$ cat src/rtl/or1200_encryption_pad_engine.sv
// Counter-mode one-time-pad engine for the OR1200 load/store path.
// Seed fields plus an auto-incrementing counter form the request block
// handed to an external AES core; returned pads are prefetched into a
// small FIFO and a DW-bit lane of the head pad is XORed onto LSU data.
module or1200_encryption_pad_engine #(
    parameter int DW    = 32,
    parameter int PAD_W = 128,
    parameter int DEPTH = 4,
    parameter int CTR_W = 32,
    localparam int NLANE = PAD_W / DW,
    localparam int SEL_W = (NLANE > 1) ? $clog2(NLANE) : 1,
    localparam int PTR_W = (DEPTH > 1) ? $clog2(DEPTH) : 1,
    localparam int CNT_W = $clog2(DEPTH) + 1
) (
    input  logic             clk,
    input  logic             rst,
    input  logic             seed_we,
    input  logic [2:0]       seed_sel,
    input  logic [DW-1:0]    seed_data,
    input  logic             start,
    input  logic             stop,
    output logic             cipher_ld,
    output logic [PAD_W-1:0] cipher_text,
    input  logic             cipher_done,
    input  logic [PAD_W-1:0] cipher_pad,
    input  logic [DW-1:0]    data_in,
    input  logic             data_req,
    input  logic [SEL_W-1:0] word_sel,
    input  logic             pop,
    output logic [DW-1:0]    data_out,
    output logic             pad_valid,
    output logic             unstall,
    output logic [CNT_W-1:0] pad_count,
    output logic             ctr_wrap
);

    typedef enum logic [1:0] {
        IDLE  = 2'd0,
        ISSUE = 2'd1,
        WAIT  = 2'd2
    } state_t;

    state_t             state, state_nxt;
    logic [CTR_W-1:0]   row_base;
    logic [CTR_W-1:0]   ctr;
    logic [15:0]        col;
    logic [15:0]        tb;
    logic [7:0]         db;
    logic [15:0]        usr;
    logic               run;
    logic               run_nxt;
    logic               discard;

    logic [PAD_W-1:0]   mem [DEPTH];
    logic [PTR_W-1:0]   wr_ptr;
    logic [PTR_W-1:0]   rd_ptr;
    logic [CNT_W-1:0]   count;
    logic [CNT_W-1:0]   count_nxt;
    logic               push_ok;
    logic               pop_ok;
    logic               load_text;
    logic [PAD_W-1:0]   head;
    logic [DW-1:0]      lane;

    // Qualified FIFO strobes; start flushes, so it masks both push and pop
    always_comb begin
        run_nxt   = start ? 1'b1 : (stop ? 1'b0 : run);
        pop_ok    = pop && (count != '0) && !start;
        push_ok   = (state == WAIT) && cipher_done && !discard && !start;
        count_nxt = count + CNT_W'(push_ok) - CNT_W'(pop_ok);
    end

    // Request FSM: at most one AES request outstanding
    always_comb begin
        state_nxt = state;
        cipher_ld = 1'b0;
        case (state)
            IDLE: begin
                if (run && !stop && !start && (count < CNT_W'(DEPTH)))
                    state_nxt = ISSUE;
            end
            ISSUE: begin
                cipher_ld = 1'b1;
                state_nxt = WAIT;
            end
            WAIT: begin
                if (cipher_done) begin
                    // a start racing the completion drops the pad and re-arms from IDLE
                    if (!start && run_nxt && (count_nxt < CNT_W'(DEPTH)))
                        state_nxt = ISSUE;
                    else
                        state_nxt = IDLE;
                end
            end
            default: state_nxt = IDLE;
        endcase
    end

    assign load_text = (state_nxt == ISSUE);

    // Control state: FSM, seeds, counter, run/discard flags, FIFO pointers
    always_ff @(posedge clk or negedge rst) begin
        if (!rst) begin
            state    <= IDLE;
            row_base <= '0;
            ctr      <= '0;
            col      <= '0;
            tb       <= '0;
            db       <= '0;
            usr      <= '0;
            run      <= 1'b0;
            discard  <= 1'b0;
            ctr_wrap <= 1'b0;
            wr_ptr   <= '0;
            rd_ptr   <= '0;
            count    <= '0;
        end else begin
            state <= state_nxt;
            run   <= run_nxt;
            if (seed_we) begin
                case (seed_sel)
                    3'd0:    row_base <= CTR_W'(seed_data);
                    3'd1:    col      <= seed_data[15:0];
                    3'd2:    tb       <= seed_data[15:0];
                    3'd3:    db       <= seed_data[7:0];
                    3'd4:    usr      <= seed_data[15:0];
                    default: ;
                endcase
            end
            if (start) begin
                ctr      <= row_base;
                ctr_wrap <= 1'b0;
                // a request already on its way to the core belongs to the old stream
                discard  <= (state == ISSUE) || ((state == WAIT) && !cipher_done);
                wr_ptr   <= '0;
                rd_ptr   <= '0;
                count    <= '0;
            end else begin
                if (state == ISSUE) begin
                    ctr <= ctr + 1'b1;
                    if (&ctr)
                        ctr_wrap <= 1'b1;
                end
                if ((state == WAIT) && cipher_done)
                    discard <= 1'b0;
                if (push_ok)
                    wr_ptr <= wr_ptr + 1'b1;
                if (pop_ok)
                    rd_ptr <= rd_ptr + 1'b1;
                count <= count_nxt;
            end
        end
    end

    // Datapath registers: pad storage and the held request block
    always_ff @(posedge clk) begin
        if (push_ok)
            mem[wr_ptr] <= cipher_pad;
        if (load_text)
            cipher_text <= PAD_W'({usr, db, tb, col, ctr});
    end

    // Lane select of the head pad
    always_comb begin
        head = mem[rd_ptr];
        lane = '0;
        for (int i = 0; i < NLANE; i++) begin
            if (word_sel == SEL_W'(i))
                lane = head[i*DW +: DW];
        end
    end

    assign pad_valid = (count != '0);
    assign pad_count = count;
    assign data_out  = pad_valid ? (data_in ^ lane) : data_in;
    assign unstall   = !(data_req && !pad_valid);

endmodule

$ cat config.mk
export PLATFORM = sky130hd
export DESIGN_NAME = or1200_encryption_pad_engine
export DESIGN_NICKNAME = d
export VERILOG_FILES = /design/src/rtl/or1200_encryption_pad_engine.sv
export SDC_FILE = /design/constraint.sdc
export NUM_CORES = 1
export LEC_CHECK = 0
export ABC_AREA = 0
export CORE_MARGIN = 4
export CORE_UTILIZATION = 35
export DETAILED_ROUTE_END_ITERATION = 8
export RECOVER_POWER = 100
export SLEW_MARGIN = 20
export SYNTH_ARGS = -nofsm -noshare
export SYNTH_HDL_FRONTEND = slang
export SYNTH_SLANG_ARGS = --single-unit
$ cat constraint.sdc
create_clock -name clk -period 38.5 [get_ports clk]
set_clock_uncertainty 0.2 [all_clocks]
set_input_delay 5.775 -clock clk [delete_from_list [all_inputs] [get_ports clk]]
set_output_delay 5.775 -clock clk [all_outputs]
set_load 0.02 [all_outputs]
==> summary.md <==
| Metric | Value |
|---|---|
| Final Hold Vio Count | `0` |
| Hold Slack | `between 0.2 and 0.25 ns` |
| Clk buf depth | `3` |
| Clk pwr share | `0.367` |
| Detailed-route DRC error count | `0` |
| Share of the yosys chip area belonging to registers | `0.749` |
| First-iteration detailed-routing DRC count | `between 900 and 1,000` |
| Net Sw Power | `0.000505 W` |
| Die ar. | `approximately 86,000 um^2` |
| First-pass GRT wire length | `~95,000 um` |
| Status | `complete, but fails checks` |
| Startpoint Class | `input pin` |
| FF-to-FF path depth | `6` |
| Max Slew Vio Count | `between 800 and 900` |
| Post-synth top flop | `edfxtp_1` |
| Crit Path Class | `in2out` |
| RD Place Congestion | `between 0.7 and 0.8` |
| Part of the cycle the worst path needs | `0.446` |
| R2R setup slack | `about 30 ns` |
| Initial antenna violation count | `45` |
| Post CTS Setup Buffer Count | `0` |
| H-tree depth | `3` |
| #FFs+latches synth | `about 730` |
| Peak supply drop | `about 30 uV` |
| Crit path time final | `roughly 17 ns` |
| Clock slew at reported path FFs | `about 0.06 ns` |
| Ports | `roughly 370` |
| TritonCTS clock tree | `yes` |
| RR Startpoint | `state[0]` |
| DIE WIDTH | `roughly 300 um` |
| Combinational share of power | `0.156` |
| Placeable Area | `80,500 um^2` |
| Routed vias/inst | `~5` |
| Fmax | `between 0.05 and 0.06 GHz` |
| Yosys warning total | `0` |
| Endpoint, Worst Hold | `cipher_text[67]` |
| GRT overflow | `0` |
| Final net count | `between 2,000 and 2,500` |
| Slew HR | `-1.66` |
| Worst min path class | `reg2reg` |
| MaxCap Viol Count | `18` |
| Slew at the pin closest to its max-slew limit | `~4.0 ns` |
| CTS sink cnt | `roughly 730` |
| Share of async-settable or async-resettable flops after synthesis | `0.180` |
| Worst Path Arrival | `between 10 and 15 ns` |
| Post-Synthesis Cell Area | `28,500 um^2` |
| CTS root buffer | `clkbuf_16` |
| Die height | `roughly 290 um` |
| Antenna viol nets, final | `0` |
| Layout cell share with drive strength beyond 1 | `0.169` |
| Failing checks | `max-capacitance violations, max-slew violations` |
| Dpl hpwl | `~40,000 um` |
| Number of global-route vias before repair | `15,100` |
| Tot GR Track Use | `0.145` |
| Avg Cell Area, Syn | `about 19 um^2` |
| Routed WL | `~64,000 um` |
| Synthesized netlist cell count | `approximately 1,500` |
| RSZ-0062 raised after global routing | `false` |
| Min-Delay Path Depth | `0` |
| Drt wl/cell | `21.4 um` |
| Via count | `between 10,000 and 15,000` |
| PortBufs | `between 300 and 400` |
| Area growth, synth to finish | `23.4%` |
| Sw Ratio | `0.255` |
| EDFF count, synth | `600` |
| Num CTS Buffers | `between 70 and 80` |
| Row Count | `around 100` |
| Resize count post-CTS | `0` |
| Critical path endpoint category | `output port` |
| Largest net degree at the start of global routing | `74` |
| Yosys cell types | `52` |
| Hold_buf cts | `0` |
| Register share of total power | `0.478` |
| First-pass detailed-route iteration total | `5` |
| Final setup violation count | `0` |
| R2R Path End | `mem[3][26]` |
| PwrDens | `56.3 nW/um^2` |
| Clock latency at the later pin of the worst-skew pair | `between 0.6 and 0.7 ns` |
| WP data required | `32.52 ns` |
| Hold path start | `db[3]` |
| P_int | `approximately 0.0015 W` |
| Starting Density | `0.354` |
| Crit-path max FO | `17` |
| Static Leak | `11.7 nW` |
| Post-route setup TNS | `0 ns` |
logic make-up (layout without fill, tap and decap cells):
| group | count (synthesis) | count (layout) | synth area share |
|---|---|---|---|
| flops | 732 | 732 | 0.749 |
| mux | 253 | 253 | 0.135 |
| simple gates | 190 | 190 | 0.0367 |
| compound gates | 120 | 120 | 0.0277 |
| buf+inv | 120 | 504 | 0.0278 |
| xor+xnor | 67 | 67 | 0.0206 |
| fa+ha+maj | 8 | 8 | 0.00378 |
| other cells | 1 | 52 | 0.000132 |
per-layer routing:
metal  wire length [um]  vias to the layer above  GRT usage
met5                 91                        -          0
met4               1540                       14     0.0414
met3               4320                      141     0.0377
met2              30900                      445      0.239
met1              27200                     7448      0.193
li1                   -                     6556          -
how the worst max path moves through the flow:
stage / from / depth (start not counted) / endpoint / slack (ns)
2_1_floorplan: cipher_done / 12 / cipher_text[0] / 15.91
3_3_place_gp: word_sel[0] / 7 / data_out[1] / 22.40
3_5_place_dp: word_sel[0] / 7 / data_out[0] / 22.56
4_1_cts: word_sel[0] / 7 / data_out[0] / 22.62
5_1_grt: word_sel[0] / 7 / data_out[1] / 21.03
6_report: word_sel[0] / 7 / data_out[1] / 21.31
cells in the mapped netlist, types with 3 or more instances:
master / number / share of area
ha_1: 7 / 0.0031
a22o_1: 13 / 0.0040
nor4_2: 12 / 0.0053
mux2i_1: 68 / 0.024
o22ai_1: 29 / 0.0064
buf_8: 4 / 0.0021
mux2_2: 90 / 0.036
xnor2_1: 9 / 0.0028
buf_4: 53 / 0.014
buf_2: 16 / 0.0028
and4_1: 3 / 0.00092
nand2b_1: 6 / 0.0013
o211ai_1: 16 / 0.0042
edfxtp_1: 600 / 0.63
mux4_2: 95 / 0.075
nor2b_1: 3 / 0.00066
o21ai_0: 24 / 0.0042
o21ai_1: 12 / 0.0021
nand3_1: 20 / 0.0035
a22oi_1: 16 / 0.0042
xor2_1: 58 / 0.018
a31oi_1: 4 / 0.00088
nand2_1: 46 / 0.0061
dfrtp_1: 132 / 0.12
nor4_1: 3 / 0.00066
nor2_1: 45 / 0.0059
clkbuf_1: 25 / 0.0033
inv_1: 10 / 0.0013
clkbuf_4: 4 / 0.0011
nand4_1: 18 / 0.0040
buf_6: 4 / 0.0016
nor3_1: 4 / 0.00070
and2_1: 5 / 0.0011
and3_1: 13 / 0.0029
layout make-up:
class	count	area, um^2
timing repair buffer	354	3420
clock buffer	92	2000
fill	6975	45400
antenna	12	30.0
clock inverter	47	500
inverter	11	41.3
tap	1060	1330
sequential	732	21300
multi-input combinational	678	6500
registers in the layout (all words and copies together), names as in the netlist, 2 cells and up:
signal	count
mem	512
cipher_text	88
ctr	32
row_base	32
col	16
tb	16
usr	16
db	8
pad_count	3
rd_ptr	2
state	2
wr_ptr	2
cells in the final DEF (no fill, tap or decap), drive strengths merged, types with 18 or more instances in the layout:
master and instances:
clkinv 33, o22ai 29, dfrtp 132, nor2 46, nand2 46, mux4 95
mux2i 68, xor2 58, mux2 90, o21ai 36, edfxtp 600, clkdlybuf4s50 79
dlygate4sd3 250, conb 40, nand4 18, clkbuf 110, nand3 20
per-stage QoR:
stage,setup slack (ns),util,instances,instance area (um^2),power (W)
6_report,21.31,0.436,2986,35100,0.00198
4_1_cts,22.62,0.438,2974,35300,0.00202
3_3_place_gp,22.40,0.407,2835,32800,0.00129
5_1_grt,21.03,0.436,2974,35100,0.00206
2_1_floorplan,15.91,-,1530,28600,0.00116
3_5_place_dp,22.56,0.407,2835,32800,0.00129
power groups by stage:
stage,Sequential [W],Clock [W],Combinational [W]
3_3_place_gp,0.000960,0,0.000325
4_1_cts,0.000946,0.000746,0.000329
3_5_place_dp,0.000962,0,0.000327
6_report,0.000945,0.000725,0.000308
2_1_floorplan,0.000960,0,0.000200
5_1_grt,0.000952,0.000781,0.000332
critical path, cell delays in order:
cell,delay (ns)
dlygate4sd3_1,1.04
or2_0,1.33
nor2_1,0.75
a22o_1,0.40
nor4_1,1.09
xor2_1,0.19
clkdlybuf4s50_1,0.61
No activity file was read; power rests on OpenSTA's default activity.
